===== src/rtl/cplx_par2ser_buf.sv =====
// Parallel-load, serial-out buffer for complex samples: captures DEPTH re/im lanes
// in one cycle and unloads one lane per beat under valid/ready, optionally bit-reversed.
module cplx_par2ser_buf #(
  parameter  int WIDTH = 10,
  parameter  int DEPTH = 8,
  localparam int IDXW  = $clog2(DEPTH)
) (
  input  logic                   clk,
  input  logic                   rst_n,
  input  logic                   load,
  input  logic                   brev,
  input  logic [DEPTH*WIDTH-1:0] din_re,
  input  logic [DEPTH*WIDTH-1:0] din_im,
  output logic                   load_ready,
  output logic                   load_drop,
  output logic                   dout_valid,
  input  logic                   dout_ready,
  output logic [WIDTH-1:0]       dout_re,
  output logic [WIDTH-1:0]       dout_im,
  output logic [IDXW-1:0]        dout_idx,
  output logic                   dout_last
);

  // state | meaning
  // IDLE  | no frame held, ready for a load
  // SHIFT | frame held, slot 0 presented as the current beat
  typedef enum logic {IDLE, SHIFT} state_t;

  state_t           state, state_nxt;
  logic [WIDTH-1:0] re_q [DEPTH];
  logic [WIDTH-1:0] im_q [DEPTH];
  logic [IDXW-1:0]  idx;
  logic             drop_q;
  logic             accept;
  logic             consume;

  function automatic logic [IDXW-1:0] bitrev(input logic [IDXW-1:0] k);
    logic [IDXW-1:0] r;
    for (int i = 0; i < IDXW; i++) r[i] = k[IDXW-1-i];
    return r;
  endfunction

  assign dout_valid = (state == SHIFT);
  assign dout_last  = dout_valid & (idx == IDXW'(DEPTH-1));
  assign consume    = dout_valid & dout_ready;
  assign load_ready = (state == IDLE) | (consume & dout_last);
  assign accept     = load & load_ready;
  assign load_drop  = drop_q;
  assign dout_re    = re_q[0];
  assign dout_im    = im_q[0];
  assign dout_idx   = idx;

  always_ff @(posedge clk) begin
    if (!rst_n) state <= IDLE;
    else        state <= state_nxt;
  end

  always_comb begin
    state_nxt = state;
    case (state)
      IDLE:  if (accept) state_nxt = SHIFT;
      SHIFT: if (consume && dout_last && !accept) state_nxt = IDLE;
      default: state_nxt = IDLE;
    endcase
  end

  // A load in the last-beat cycle takes priority over clearing, giving gapless frames.
  always_ff @(posedge clk) begin
    if (!rst_n) begin
      for (int j = 0; j < DEPTH; j++) begin
        re_q[j] <= '0;
        im_q[j] <= '0;
      end
      idx    <= '0;
      drop_q <= 1'b0;
    end else begin
      drop_q <= load & ~load_ready;
      if (accept) begin
        for (int j = 0; j < DEPTH; j++) begin
          re_q[j] <= din_re[(brev ? int'(bitrev(IDXW'(j))) : j)*WIDTH +: WIDTH];
          im_q[j] <= din_im[(brev ? int'(bitrev(IDXW'(j))) : j)*WIDTH +: WIDTH];
        end
        idx <= '0;
      end else if (consume) begin
        if (dout_last) begin
          for (int j = 0; j < DEPTH; j++) begin
            re_q[j] <= '0;
            im_q[j] <= '0;
          end
          idx <= '0;
        end else begin
          for (int j = 0; j < DEPTH-1; j++) begin
            re_q[j] <= re_q[j+1];
            im_q[j] <= im_q[j+1];
          end
          re_q[DEPTH-1] <= '0;
          im_q[DEPTH-1] <= '0;
          idx <= idx + 1'b1;
        end
      end
    end
  end

endmodule


===== config.mk =====
export PLATFORM = sky130hd
export DESIGN_NAME = cplx_par2ser_buf
export DESIGN_NICKNAME = d
export VERILOG_FILES = /design/src/rtl/cplx_par2ser_buf.sv
export SDC_FILE = /design/constraint.sdc
export NUM_CORES = 1
export LEC_CHECK = 0
export ABC_AREA = 1
export CAP_MARGIN = 25
export CORE_MARGIN = 4
export CORE_UTILIZATION = 42
export DETAILED_ROUTE_END_ITERATION = 10
export PLACE_DENSITY = 0.65
export SYNTH_ARGS = -nofsm -noshare
export SYNTH_HDL_FRONTEND = slang
export SYNTH_SLANG_ARGS = --single-unit

===== constraint.sdc =====
create_clock -name clk -period 9.3 [get_ports clk]
set_clock_uncertainty 0.1 [all_clocks]
set_input_delay 1.86 -clock clk [delete_from_list [all_inputs] [get_ports clk]]
set_output_delay 1.86 -clock clk [all_outputs]
set_load 0.05 [all_outputs]

# Yosys cells after proc, flatten, opt, wreduce, memory -nomap -nowiden
# Memory sizes are Yosys's and may differ from the RTL's.
# Index checks and enable logic that the tools add are counted.
# W data, S select, Z words.
[classes] n_addsub=1 n_mul=4 n_eq_ne=1 shift=8 muxes=69 n_bitwise=57 n_reduce_logical=4
[ops] operator="$mux W10" count=48
[ops] operator="$shiftx A80 B32 Y10" count=4
[ops] operator="$shiftx A80 B8 Y10" count=4
[ops] operator="$or A1 B1 Y1" count=49
[ops] operator="$mul A3 B3 Y6 const B" count=4
[ops] operator="$mux W1" count=15
[ops] operator="$mux W3" count=5
[ops] operator="$and A1 B1 Y1" count=5
[ops] operator="$add A3 B1 Y3 const B" count=1
[ops] operator="$eq A3 B3 Y1 const B" count=1
[ops] operator="$not A1 Y1" count=3
[ops] operator="$logic_and A1 B1 Y1" count=2
[ops] operator="$pmux W1 S2" count=1
[ops] operator="$reduce_or A2 Y1" count=1
[ops] operator="$logic_not A1 Y1" count=1
[word_totals] ff_bits=5 ram_bits=160 in_bits=165 output_inout_bits=27 word_cells=149 memories=2
[memory_table] name="im_q" depth=8 width=10 read_ports=8 rd_ports_with_merged_regs=0 wr=8 line_no="31" text="logic [WIDTH-1:0] im_q [DEPTH];"
[memory_table] name="re_q" depth=8 width=10 read_ports=8 rd_ports_with_merged_regs=0 wr=8 line_no="30" text="logic [WIDTH-1:0] re_q [DEPTH];"

# Logic depth before layout (Yosys ltp)
[depth] word_depth=11 depth_mapped=10 mapped_depth_nobuf=9

# Least setup slack after synthesis
# Ideal clock, no wire load.
[synth_timing] kind="input port to output port" start="input dout_ready" end="output load_ready" arrival_ns=2.755 required_time_ns=7.340 setup_slack_ns=4.585 path_stages=3 n_path_buf=1 cell_sequence="nand3_1 > nand2_1 > clkbuf_1"
[synth_via] elab_chain_cells=3
[synth_lines] item="start, declared" line_no="17" text="input logic dout_ready,"
[synth_lines] item="$and A1 B1 Y1" line_no="45" text="assign consume = dout_valid & dout_ready;"
[synth_lines] item="$and A1 B1 Y1" line_no="46" text="assign load_ready = (state == IDLE) | (consume & dout_last);"
[synth_lines] item="$or A1 B1 Y1" line_no="46"
[synth_lines] item="end, declared" line_no="14" text="output logic load_ready,"
# Every way passes these cells.

# Final worst setup path
# Same ends and word-level chain as after synthesis.

==> reports/summary.txt <==
Status - finished clean
First-pass GRT wire length - 34,000 um
WS Path Type - in -> out
Max incr delay on CP - 0.95 ns
Share of layout cells above drive strength 1 - 0.0453
Hold Vio Cnt, Final - 0
Wire per inst - 14.4 um
Post-CTS setup buffers - 0
CP max FO - 24
Post-CTS Resized - 0
Crit-path slowest cell - clkdlybuf4s50_1
Row count - 52
Iter 0 DRT Violations - 388
Unrepaired setup endpoints after global routing - no
Via/cell ratio - 4.71
Worst vdd ir - 0.145 mV
Cell family with most CP delay - buffers and inverters
Post-synth top area share - 0.417
Cts bufs inserted - 17
Mean Syn Cell Area - 7.76 sq um
Final worst path period need - 5.90 ns
H-tree depth - 4
Most frequent CP cell - clkdlybuf4s50_1
Largest net degree at the start of global routing - 81
Max-cap violations - 0
Maximum buffer depth of the clock tree - 2
Top post-synthesis cells by area - edfxtp_1 (42%), nand2_1 (22%), dfxtp_1 (10%)
Critical Path AT - 3.94 ns
Clock latency at the later pin of the worst-skew pair - 0.42 ns
CTS Hold Bufs - 0
Mapped Cells - 1,114
Power per Cell Area - 168 nW/um^2
Final ANT Viol Nets - 0
DIE WIDTH - 152 um
Root Driver - clkbuf_16
Largest area contributor in the netlist - edfxtp_1
FMAX - 170 MHz
Nets - 1,411
Port bufs - 191
Worst-margin pin slew - 0.988 ns
Leak Pwr - 0.00525 uW
Residual DRC - 0
Gpl congestion - 0.827
Mapped Area - 8650 sq um
Worst hold path type - reg -> reg
Total global-route track usage - 0.191
CTS tree - built
Worst path bufs/invs - 2
WP data required - 7.34 ns
Initial antenna violation count - 1
Final Setup Violations - 0
Post-synth cell types - 23
Vias in the first global route - 6,471
Vias - 7,190
Worst hold slack - 0.366 ns
Fill cell count - 1,932
Worst-path clk slew - 0.07 ns
Worst setup SP type - primary input
Synthesized net count - 1,281
Final Instance Area - 11,100 sq um
Worst Setup End Kind - output port
Yosys warnings - 0
TritonRoute pass-1 iters - 5
Initial Utilization - 0.427
Placed Area - 10,500 sq um
Sequential fraction of the synthesis area - 0.521
Setup TNS Final - 0 ns
Total global routing overflow - 0
Die height - 152 um
Core box area - 20,200 sq um
Total power - 1870 uW
# clock sinks - 165
Area Overhead vs Synth - 28.4%
Seq cells post-synth - 165
Max Slew Vio Count - 0
Antenna diodes - 0
Worst path cell trace - clkdlybuf4s50_1 -> nand3_1 -> nand2_1 -> clkdlybuf4s50_1
Dpl hpwl - 15,400 um
Period utilization - 0.634
I/O pin count - 192
Routed Wire Length - 21,900 um
Die area - 23,000 sq um
Worst slew margin - 0.339
placed cells by master (no fill, tap or decap), types with 3 or more instances in the layout:
cell and instances:
a21oi_1 22, a22o_1 40, buf_4 7, clkbuf_16 17, clkdlybuf4s50_1 190, clkinv_2 5
dfxtp_1 45, edfxtp_1 120, inv_1 98, inv_2 10, inv_6 3, nand2_1 512
nand2_2 3, nand3_1 21, nand3b_1 20, nor2_1 66, o21ai_0 51, o21ai_1 10
area by class of cell:
class	count	area, sq um	area share
clock inverters	15	129	0.0116
inverters	108	405	0.0365
well taps	270	338	0.0304
repair buffers	200	2010	0.181
clock buffers	17	425	0.0383
multi-input cells	752	3290	0.297
flip-flops and latches	165	4500	0.406
report_power, final:
part           switching (uW)  internal (uW)  total, uW
Combinational             186            134        320
Clock                     292            370        662
Sequential               20.6            867        888
synthesized netlist by cell type:
cell type    n
a22oi_1      1
nand3_1     21
inv_1       98
nand3b_1    20
clkinv_1     1
nor3_2       2
o211ai_2     1
a22o_1      40
nor2_1      66
buf_4       24
edfxtp_1   120
nand2_2      2
buf_2       31
nand2_1    513
inv_2        9
clkbuf_1    30
buf_1        4
ha_1         2
o21ai_1     10
dfxtp_1     45
a21oi_1     22
o21ai_0     51
nor3_1       1
path summary, 6_finish.rpt:
path	to	startpoint	cells past startpoint	slack, ns
max	load_ready	dout_ready	4	3.40
min reg2reg	im_q[1][34]	im_q[1][34]	2	0.37
min	im_q[1][34]	im_q[1][34]	2	0.37
max reg2reg	im_q[0][36]	dout_idx[0]	7	5.22
per-layer routing:
metal,vias up,GRT usage,wire [um]
met5,-,0,12
met4,2,0.0508,189
met3,15,0.0458,1630
met2,214,0.285,9720
met1,3194,0.278,10400
li1,3765,-,-
stage by stage:
step / util / worst slack, ns / cells
after floorplan: - / 4.58 / 1114
after global placement: 0.519 / 3.44 / 1492
after detailed placement: 0.520 / 3.42 / 1494
after CTS: 0.548 / 3.42 / 1526
after global routing: 0.549 / 3.26 / 1527
final: 0.549 / 3.40 / 1527
flip-flops by register name, summed over array words and instances (netlist names):
register	cells
re_q	80
dout_valid	1
im_q	80
dout_idx	3
load_drop	1
kinds of logic after synthesis:
logic type	after synthesis	share of synthesized area
buf+inv	197	0.100
compound gates	125	0.0908
flops	165	0.521
simple gates	625	0.285
fa+ha+maj	2	0.00289
tightest hold or removal path, cell delays in order (launching register included):
cell     delay [ns]
dfxtp_1        0.31
nand2_1        0.06
a21oi_1        0.05
(Power assumes the default switching activity.)
